==> src/rtl/uart_pkg.sv <==
// Shared definitions for the UART transmit path.
// Covers the arbiter state encoding and the nominal frame timing.
package uart_pkg;
  typedef enum logic [1:0] {
    IDLE      = 2'd0,
    ISSUE     = 2'd1,
    WAIT_DONE = 2'd2
  } state_t;

  localparam int DEF_DATA_W = 8;
  localparam int CLK_FREQ   = 50_000_000;
  localparam int BAUD_RATE  = 9600;
  // One 11-bit frame using the integer baud divider.
  localparam int FRAME_CYCLES = 11 * (CLK_FREQ / BAUD_RATE);
endpackage

==> src/rtl/uart_tx_arbiter_rr_pick.sv <==
// Round-robin picker: first set request at or after ptr, searched cyclically
// through a doubled copy of the request vector.
module rr_pick #(
  parameter int N = 4
) (
  input  logic [N-1:0]         req,
  input  logic [$clog2(N)-1:0] ptr,
  output logic                 any,
  output logic [$clog2(N)-1:0] idx
);
  localparam int ID_W = $clog2(N);
  localparam int DW   = $clog2(2 * N);

  logic [2*N-1:0] dbl;
  logic [DW-1:0]  pos;

  assign dbl = {req, req};

  always_comb begin
    any = 1'b0;
    idx = '0;
    pos = '0;
    for (int i = 0; i < N; i++) begin
      pos = DW'(ptr) + DW'(i);
      if (!any && dbl[pos]) begin
        any = 1'b1;
        idx = ID_W'((pos >= DW'(N)) ? pos - DW'(N) : pos);
      end
    end
  end
endmodule

==> src/rtl/uart_tx_arbiter.sv <==
// Shares one UART TX core among N requesters, byte by byte, with packet lock,
// a per-grant burst cap and a per-frame watchdog.
module uart_tx_arbiter
  import uart_pkg::*;
#(
  parameter int N              = 4,
  parameter int DATA_W         = DEF_DATA_W,
  parameter int MAX_BURST      = 16,
  parameter int TIMEOUT_CYCLES = 65535
) (
  input  logic                  clk,
  input  logic                  rst,
  input  logic [N-1:0]          req,
  input  logic [N*DATA_W-1:0]   req_data,
  input  logic [N-1:0]          req_last,
  output logic [N-1:0]          req_ack,
  output logic                  tx_start,
  output logic [DATA_W-1:0]     tx_data,
  input  logic                  tx_busy,
  input  logic                  tx_done,
  output logic                  grant_valid,
  output logic [$clog2(N)-1:0]  grant_id,
  output logic                  err_timeout,
  input  logic                  err_clr
);
  localparam int ID_W    = $clog2(N);
  localparam int BURST_W = $clog2(MAX_BURST + 1);
  localparam int WD_W    = $clog2(TIMEOUT_CYCLES + 1);
  localparam logic [BURST_W-1:0] BURST_MAX = BURST_W'(MAX_BURST);
  localparam logic [WD_W-1:0]    WD_LIMIT  = WD_W'(TIMEOUT_CYCLES - 1);

  state_t              state_q, state_n;
  logic [ID_W-1:0]     ptr_q, ptr_n, gid_n, pick_idx, next_ptr;
  logic                pick_any, gv_n, start_n, err_n, release_gnt;
  logic                last_q, last_n, req_sel, last_sel;
  logic [N-1:0]        ack_n;
  logic [DATA_W-1:0]   data_n, data_sel;
  logic [BURST_W-1:0]  burst_q, burst_n;
  logic [WD_W-1:0]     wd_q, wd_n;

  rr_pick #(.N(N)) u_pick (
    .req (req),
    .ptr (ptr_q),
    .any (pick_any),
    .idx (pick_idx)
  );

  assign next_ptr = (grant_id == ID_W'(N - 1)) ? '0 : grant_id + ID_W'(1);

  always_comb begin
    req_sel  = 1'b0;
    last_sel = 1'b0;
    data_sel = '0;
    for (int i = 0; i < N; i++) begin
      if (grant_id == ID_W'(i)) begin
        req_sel  = req[i];
        last_sel = req_last[i];
        data_sel = req_data[i*DATA_W +: DATA_W];
      end
    end
  end

  always_comb begin
    state_n     = state_q;
    gid_n       = grant_id;
    gv_n        = grant_valid;
    ptr_n       = ptr_q;
    burst_n     = burst_q;
    wd_n        = wd_q;
    start_n     = 1'b0;
    ack_n       = '0;
    data_n      = tx_data;
    last_n      = last_q;
    err_n       = err_timeout & ~err_clr;
    release_gnt = 1'b0;
    case (state_q)
      IDLE: begin
        if (pick_any) begin
          gid_n   = pick_idx;
          gv_n    = 1'b1;
          burst_n = '0;
          state_n = ISSUE;
        end
      end
      ISSUE: begin
        // A requester that withdrew before its byte went out loses the grant.
        if (!req_sel) begin
          release_gnt = 1'b1;
        end else if (!tx_busy) begin
          start_n         = 1'b1;
          ack_n[grant_id] = 1'b1;
          data_n          = data_sel;
          last_n          = last_sel;
          burst_n         = burst_q + BURST_W'(1);
          wd_n            = '0;
          state_n         = WAIT_DONE;
        end
      end
      WAIT_DONE: begin
        wd_n = wd_q + WD_W'(1);
        if (tx_done) begin
          if (!last_q && (burst_q < BURST_MAX) && req_sel) state_n = ISSUE;
          else release_gnt = 1'b1;
        end else if (wd_q == WD_LIMIT) begin
          err_n       = 1'b1;
          release_gnt = 1'b1;
        end
      end
      default: state_n = IDLE;
    endcase
    if (release_gnt) begin
      gv_n    = 1'b0;
      ptr_n   = next_ptr;
      state_n = IDLE;
    end
  end

  always_ff @(posedge clk) begin
    if (rst) begin
      state_q     <= IDLE;
      grant_id    <= '0;
      grant_valid <= 1'b0;
      ptr_q       <= '0;
      burst_q     <= '0;
      wd_q        <= '0;
      tx_start    <= 1'b0;
      req_ack     <= '0;
      tx_data     <= '0;
      err_timeout <= 1'b0;
    end else begin
      state_q     <= state_n;
      grant_id    <= gid_n;
      grant_valid <= gv_n;
      ptr_q       <= ptr_n;
      burst_q     <= burst_n;
      wd_q        <= wd_n;
      tx_start    <= start_n;
      req_ack     <= ack_n;
      tx_data     <= data_n;
      err_timeout <= err_n;
    end
  end

  always_ff @(posedge clk) begin
    last_q <= last_n;
  end
endmodule

==> config.mk <==
export PLATFORM = sky130hd
export DESIGN_NAME = uart_tx_arbiter
export DESIGN_NICKNAME = d
export VERILOG_FILES = /design/src/rtl/uart_pkg.sv /design/src/rtl/uart_tx_arbiter_rr_pick.sv /design/src/rtl/uart_tx_arbiter.sv
export SDC_FILE = /design/constraint.sdc
export NUM_CORES = 1
export LEC_CHECK = 0
export BUFFER_PORTS_ARGS = -buffer_cell sky130_fd_sc_hd__buf_4
export CAP_MARGIN = 20
export CELL_PAD_IN_SITES_DETAIL_PLACEMENT = 0
export CELL_PAD_IN_SITES_GLOBAL_PLACEMENT = 1
export CORE_MARGIN = 5
export CORE_UTILIZATION = 40
export CTS_BUF_LIST = sky130_fd_sc_hd__clkbuf_2
export CTS_CLUSTER_SIZE = 30
export DETAILED_ROUTE_END_ITERATION = 8
export PLACE_DENSITY = 0.9
export SYNTH_ARGS = -nofsm -noshare
export SYNTH_HDL_FRONTEND = slang
export SYNTH_SLANG_ARGS = --single-unit
==> constraint.sdc <==
create_clock -name clk -period 2.91 [get_ports clk]
set_input_delay 0.582 -clock clk [delete_from_list [all_inputs] [get_ports clk]]
set_output_delay 0.582 -clock clk [all_outputs]
set_load 0.02 [all_outputs]
==> results.py, run 1 <==
metrics = {
    "outcome": {
        "status": "finished clean",
    },
    "synth": {
        "synth_commonest_cells": "42 x dfxtp_1, 39 x nor2_1, 36 x nand2_1",
        "synthFlopType": "dfxtp_1",
        "yosysSeqAreaShare_pct": 36.5,
        "syn_inst": 294,
        "synth_edf_count": 1,
        "synth_cell_type_count": 44,
        "synth-seq-cells": 43,
        "netlist_area_mm2": 0.00239,
        "synth_nets": 350,
        "async_flop_share_pct": 0,
        "netlist_top_cells_area": "dfxtp_1 35%, nor2_1 6.1%, a21oi_1 6.1%, ha_1 5.8%, nand2_1 5.7%",
        "synth.top_cell.area_share_pct": 35.2,
        "syn_avg_cell_area_um2": 8.12,
        "ys_warn_count": 0,
        "synth.most_common_cell": "dfxtp_1",
        "yosysTopAreaCell": "dfxtp_1",
    },
    "critical_path": {
        "endpoint_kind": "flop",
        "worstSetupStartpointType": "flop",
        "critPathMaxFanout": 22,
        "critPathRequiredTime_ns": 3.27,
        "r2r_cells": 9,
        "r2r_start": "grant_id[1]",
        "arrival_ns": 2.84,
        "rrSetupSlack_ns": 0.43,
        "r2r-end": "wd_q[1]",
        "critPathKind": "flop to flop",
    },
    "sta": {
        "period_minus_slack_ns": 2.48,
        "setup_violations": 0,
        "fmax_ghz": 0.403,
        "max_slew.worst_pin.slew_ns": 0.654,
        "whs_ns": 0.413,
        "fin_worst_skew_ns": 0.0211,
        "hold_viol_final": 0,
        "fin_crit_sh_pct": 85.2,
        "slew_headroom_pct": 56.0,
        "tns_ns": 0,
        "rsz0062_at_grt": "false",
        "slew_viol_final": 0,
    },
    "global_route": {
        "grt_pass1_vias": 2121,
        "antenna_found_initial": 0,
        "grt_usage_pct": 15.4,
        "grt_max_degree": 23,
        "gr-total-overflow": 0,
        "grt_pass1_wl_um": 9390,
    },
    "routing": {
        "drtPass1Iterations": 4,
        "routedWlPerCell_um": 13.2,
        "vias": 2188,
        "viasPerCell": 5.11,
        "post-route-drc-count": 0,
        "final_antenna_net_count": 0,
        "routed_wl_um": 5640,
        "dr.first_iter.drc_count": 104,
    },
    "worst_hold_path": {
        "whs_endpoint": "err_timeout",
        "holdPathStages": 3,
        "worstHoldStart": "err_clr",
        "hold_path_class": "input pin to flop",
    },
    "finish": {
        "area_growth_pct": 24.5,
        "drive_above_1_share_pct": 23.2,
        "nNetsFinal": 408,
        "insertedDiodeCount": 0,
    },
    "cts": {
        "cts_root_buffer": "clkbuf_2",
        "hold_buffers": 0,
        "cts_resized": 0,
        "insertion_delay_ns": 0.41,
        "cts_tree": "done",
        "h-tree-depth": 2,
        "cts_inserted_buffers": 5,
        "cts.sinks": 43,
        "cts_setup_buffers": 0,
        "clkTransAtPathRegs_ns": 0.23,
        "clockBufferDepth": 2,
    },
    "flow_run": {
        "drv_cap": 0,
    },
    "floorplanning": {
        "rows": 28,
        "die_h_um": 87.2,
        "die_area_mm2": 0.00761,
        "core_mm2": 0.00585,
        "die_x_um": 87.2,
        "io_pins": 62,
        "start_util_pct": 40.8,
    },
    "place": {
        "io_buffers": 61,
        "hpwl_um": 4200,
        "place_congestion": 0.768,
    },
    "pwr": {
        "ir_drop_mv": 0.336,
        "p_leak_nw": 1.25,
        "powerDensity_mw_per_mm2": 582,
    },
}
flip-flops by register name, indices dropped and copies added, names as in the netlist:
signal,flops
burst_q,5
err_timeout,1
grant_id,2
grant_valid,1
last_q,1
ptr_q,2
req_ack,4
state_q,2
tx_data,8
tx_start,1
wd_q,16
metal layers:
metal  global-route usage (%)  wire length, um
met4                     3.35               40
met2                     25.1             2700
met5                        0                0
met1                     20.0             2550
met3                     4.82              343
how the worst max path moves through the flow:
| stage | startpoint | end | cells after the start |
|---|---|---|---|
| 6_report | grant_id[1] | wd_q[1] | 9 |
| 5_1_grt | grant_id[0] | wd_q[15] | 6 |
| 4_1_cts | grant_id[1] | wd_q[11] | 8 |
| 3_5_place_dp | grant_id[0] | wd_q[1] | 8 |
| 3_3_place_gp | grant_id[1] | wd_q[11] | 8 |
| 2_1_floorplan | grant_id[0] | wd_q[11] | 8 |
layout make-up:
cell class              instances  area (um2)
fillers                       567        2880
multi-input cells             227        1420
flip-flops and latches         43         871
repair buffers                 64         480
well taps                      75        93.8
inverters                      11        41.3
clock inverters                 3        38.8
clock buffers                   5        25.0
power by group:
group          switching (mW)  leakage, nW  internal [mW]
clock                   0.203       0.0404          0.141
combinational           0.394        0.857          0.294
sequential             0.0462        0.349          0.652
total                   0.643         1.25           1.09
critical path, stage by stage (launching register included):
cell	delay [ns]
dfxtp_1	0.47
inv_1	0.09
ha_1	0.40
nand3b_1	0.27
a211o_1	0.32
a21oi_2	0.25
buf_4	0.27
o21a_1	0.15
nand2b_1	0.06
a21oi_1	0.15
logic make-up (layout without fill, tap and decap cells):
group,Yosys count,count (layout),synth area share [%]
AOI/OAI and AO/OA,64,64,17.0
xor gates and xnor gates,18,18,6.61
adders and majority gates,11,11,5.77
buffers and inverters,24,83,3.93
DFF,43,43,36.5
muxes,6,6,2.73
and+or+nand+nor,128,128,27.5
cells in the final DEF, fill, tap and decap left out, drive strengths merged, types with 4 or more instances in the layout:
cell	n
and3	4
dfxtp	42
inv	11
nor4	4
xor2	12
buf	64
nand2	36
o211ai	10
o21ai	13
ha	11
and2	5
mux2i	5
clkbuf	5
nor2	39
nand2b	5
nand4	6
nand3	4
and4	4
a21oi	31
nor3	7
nand3b	9
xnor2	6
per-stage QoR:
step	area (um2)	setup slack, ns	std cells	util, %	total power [mW]
after floorplan	2390	0.727	294	-	1.20
after global placement	2910	0.518	420	49.7	1.39
after detailed placement	2910	0.488	420	49.7	1.40
after CTS	2970	0.424	428	50.8	1.74
after global routing	2970	0.128	428	50.8	1.86
final	2970	0.431	428	50.8	1.73
Power figures use the tool's default switching activity.
==> inputs of run 2 (changes only) <==
--- a/config.mk
+++ b/config.mk
@@ -10,11 +10,11 @@
 export CELL_PAD_IN_SITES_DETAIL_PLACEMENT = 0
 export CELL_PAD_IN_SITES_GLOBAL_PLACEMENT = 1
 export CORE_MARGIN = 5
-export CORE_UTILIZATION = 40
+export CORE_UTILIZATION = 28
 export CTS_BUF_LIST = sky130_fd_sc_hd__clkbuf_2
 export CTS_CLUSTER_SIZE = 30
 export DETAILED_ROUTE_END_ITERATION = 8
-export PLACE_DENSITY = 0.9
+export PLACE_DENSITY = 0.69
 export SYNTH_ARGS = -nofsm -noshare
 export SYNTH_HDL_FRONTEND = slang
 export SYNTH_SLANG_ARGS = --single-unit
==> results.py, run 2 (synthesis gave the netlist of run 1 again) <==
metrics = {
    "outcome": {
        "status": "finished clean",
    },
    "sta": {
        "period_minus_slack_ns": 2.35,
        "hold_viol_final": 0,
        "slew_viol_final": 0,
        "max_slew.worst_pin.slew_ns": 0.486,
        "fin_worst_skew_ns": 0.0150,
        "setup_violations": 0,
        "fmax_ghz": 0.425,
        "fin_crit_sh_pct": 80.9,
        "slew_headroom_pct": 67.6,
        "rsz0062_at_grt": "false",
        "tns_ns": 0,
    },
    "finish": {
        "largest_register_ffs": 16,
        "area_growth_pct": 25.5,
        "final_common_cell": "buf_4",
        "nNetsFinal": 410,
        "drive_above_1_share_pct": 23.4,
        "multiInputGateArea_mm2": 0.00142,
        "finalInstanceArea_mm2": 0.00299,
        "ff_latch_area_um2": 871,
        "fin_util_pct": 36.3,
        "fill_cells": 902,
        "final_cell_mix": "66 x buf_4, 42 x dfxtp_1, 39 x nor2_1, 36 x nand2_1, 29 x a21oi_1",
        "reg.largest.list": "wd_q: 16 flops, tx_data: 8 flops, burst_q: 5 flops",
        "insertedDiodeCount": 0,
        "regMostFlops": "wd_q",
    },
    "flow_run": {
        "drv_cap": 0,
    },
    "cts": {
        "cts.sinks": 43,
        "cts_root_buffer": "clkbuf_2",
        "h-tree-depth": 2,
        "insertion_delay_ns": 0.41,
        "cts_resized": 0,
        "cts_tree": "done",
        "cts_inserted_buffers": 5,
        "hold_buffers": 0,
        "clkTransAtPathRegs_ns": 0.22,
        "clockBufferDepth": 2,
        "cts_setup_buffers": 0,
    },
    "critical_path": {
        "critPathKind": "flop to flop",
        "cp_slowest_cell": "dfxtp_1",
        "max_stage_delay_ns": 0.42,
        "endpoint_kind": "flop",
        "worstPathCellList": "inv_1, ha_1, nand3b_1, a211o_1, a21oi_2, buf_4, o21ai_0, mux2i_1, nor2_1",
        "crit_family": "compound AO/OA/AOI/OAI gates",
        "r2r_start": "grant_id[0]",
        "critPathMaxFanout": 21,
        "r2r_cells": 9,
        "cp_num_buf_inv": 2,
        "arrival_ns": 2.66,
        "r2r-end": "burst_q[1]",
        "critPathRequiredTime_ns": 3.22,
        "worstSetupStartpointType": "flop",
        "rrSetupSlack_ns": 0.56,
    },
    "floorplanning": {
        "die_h_um": 102,
        "die_x_um": 102,
        "io_pins": 62,
        "core_mm2": 0.00826,
        "start_util_pct": 28.9,
        "rows": 33,
        "die_area_mm2": 0.0105,
    },
    "global_route": {
        "grt_pass1_wl_um": 10400,
        "antenna_found_initial": 0,
        "grt_usage_pct": 12.4,
        "gr-total-overflow": 0,
        "grt_max_degree": 22,
        "grt_pass1_vias": 2301,
    },
    "place": {
        "io_buffers": 61,
        "hpwl_um": 4470,
        "place_congestion": 0.758,
        "placed_area_mm2": 0.00296,
    },
    "worst_hold_path": {
        "hold_path_class": "input pin to flop",
        "holdPathStages": 3,
        "whs_endpoint": "err_timeout",
        "worstHoldStart": "err_clr",
    },
    "routing": {
        "post-route-drc-count": 0,
        "routedWlPerCell_um": 13.2,
        "drtPass1Iterations": 4,
        "viasPerCell": 4.73,
        "dr.first_iter.drc_count": 66,
        "final_antenna_net_count": 0,
        "vias": 2173,
        "routed_wl_um": 6050,
    },
    "pwr": {
        "ir_drop_mv": 0.247,
        "powerDensity_mw_per_mm2": 552,
        "seqPwrFrac_pct": 42.4,
        "p_switching_mw": 0.651,
        "combPwrFrac_pct": 42.4,
        "clockPowerShare_pct": 15.2,
        "internal-power_mw": 1.00,
        "p_leak_nw": 1.24,
        "p_sw_share_pct": 39.4,
    },
}
[run 2: changes by cell type in the layout (fill, tap and decap cells not counted)]
cell       previous run  this run
buf_4                64        66
bufinv_16             1         0
[run 2: worst max path at each step]
stage	to	startpoint	cells past startpoint
after detailed placement	burst_q[1]	grant_id[0]	9
final	burst_q[1]	grant_id[0]	9
after floorplan	wd_q[11]	grant_id[0]	8
after global routing	burst_q[1]	grant_id[0]	9
after global placement	burst_q[1]	grant_id[0]	9
after CTS	burst_q[1]	grant_id[0]	9
[run 2: cell type report]
cell class / instances / share of cell area [%]
multi-input combinational: 227 / 47.5
sequential: 43 / 29.1
timing repair buffer: 66 / 16.5
tap: 105 / 4.39
inverter: 11 / 1.38
clock buffer: 5 / 0.836
clock inverter: 2 / 0.293
[run 2: stage by stage]
stage                     cells  worst slack [ns]  power [mW]  hold slack [ns]
final                       459             0.557        1.65            0.397
after global routing        459             0.294        1.80            0.372
after CTS                   459             0.541        1.68            0.375
after detailed placement    452             0.586        1.42            0.448
after global placement      452             0.681        1.42            0.439
after floorplan             294             0.727        1.20            0.465
[run 2: per-layer routing]
layer  GRT usage (%)  vias up  share of wire, %
met4            2.22        0              0.13
met1            15.9      992                47
met5               0        -                 0
li1                -     1129                 -
met2            20.1       50                47
met3            4.85        2               5.7
[run 2: worst reg2reg max path, delay by kind of cell (launching register included)]
kind,cells,cell delay [ns]
DFF,1,0.42
buffers and inverters,2,0.36
and+or+nand+nor,2,0.19
AOI/OAI and AO/OA,3,0.69
muxes,1,0.19
adders and majority gates,1,0.39
[run 2: power by group through the flow]
stage               logic (mW)  clock network [mW]  registers (mW)
floorplan                0.465                   0           0.736
global placement         0.708                   0           0.709
detailed placement       0.705                   0           0.711
CTS                      0.710               0.267           0.699
global route             0.798               0.292           0.712
finish                   0.700               0.252           0.699
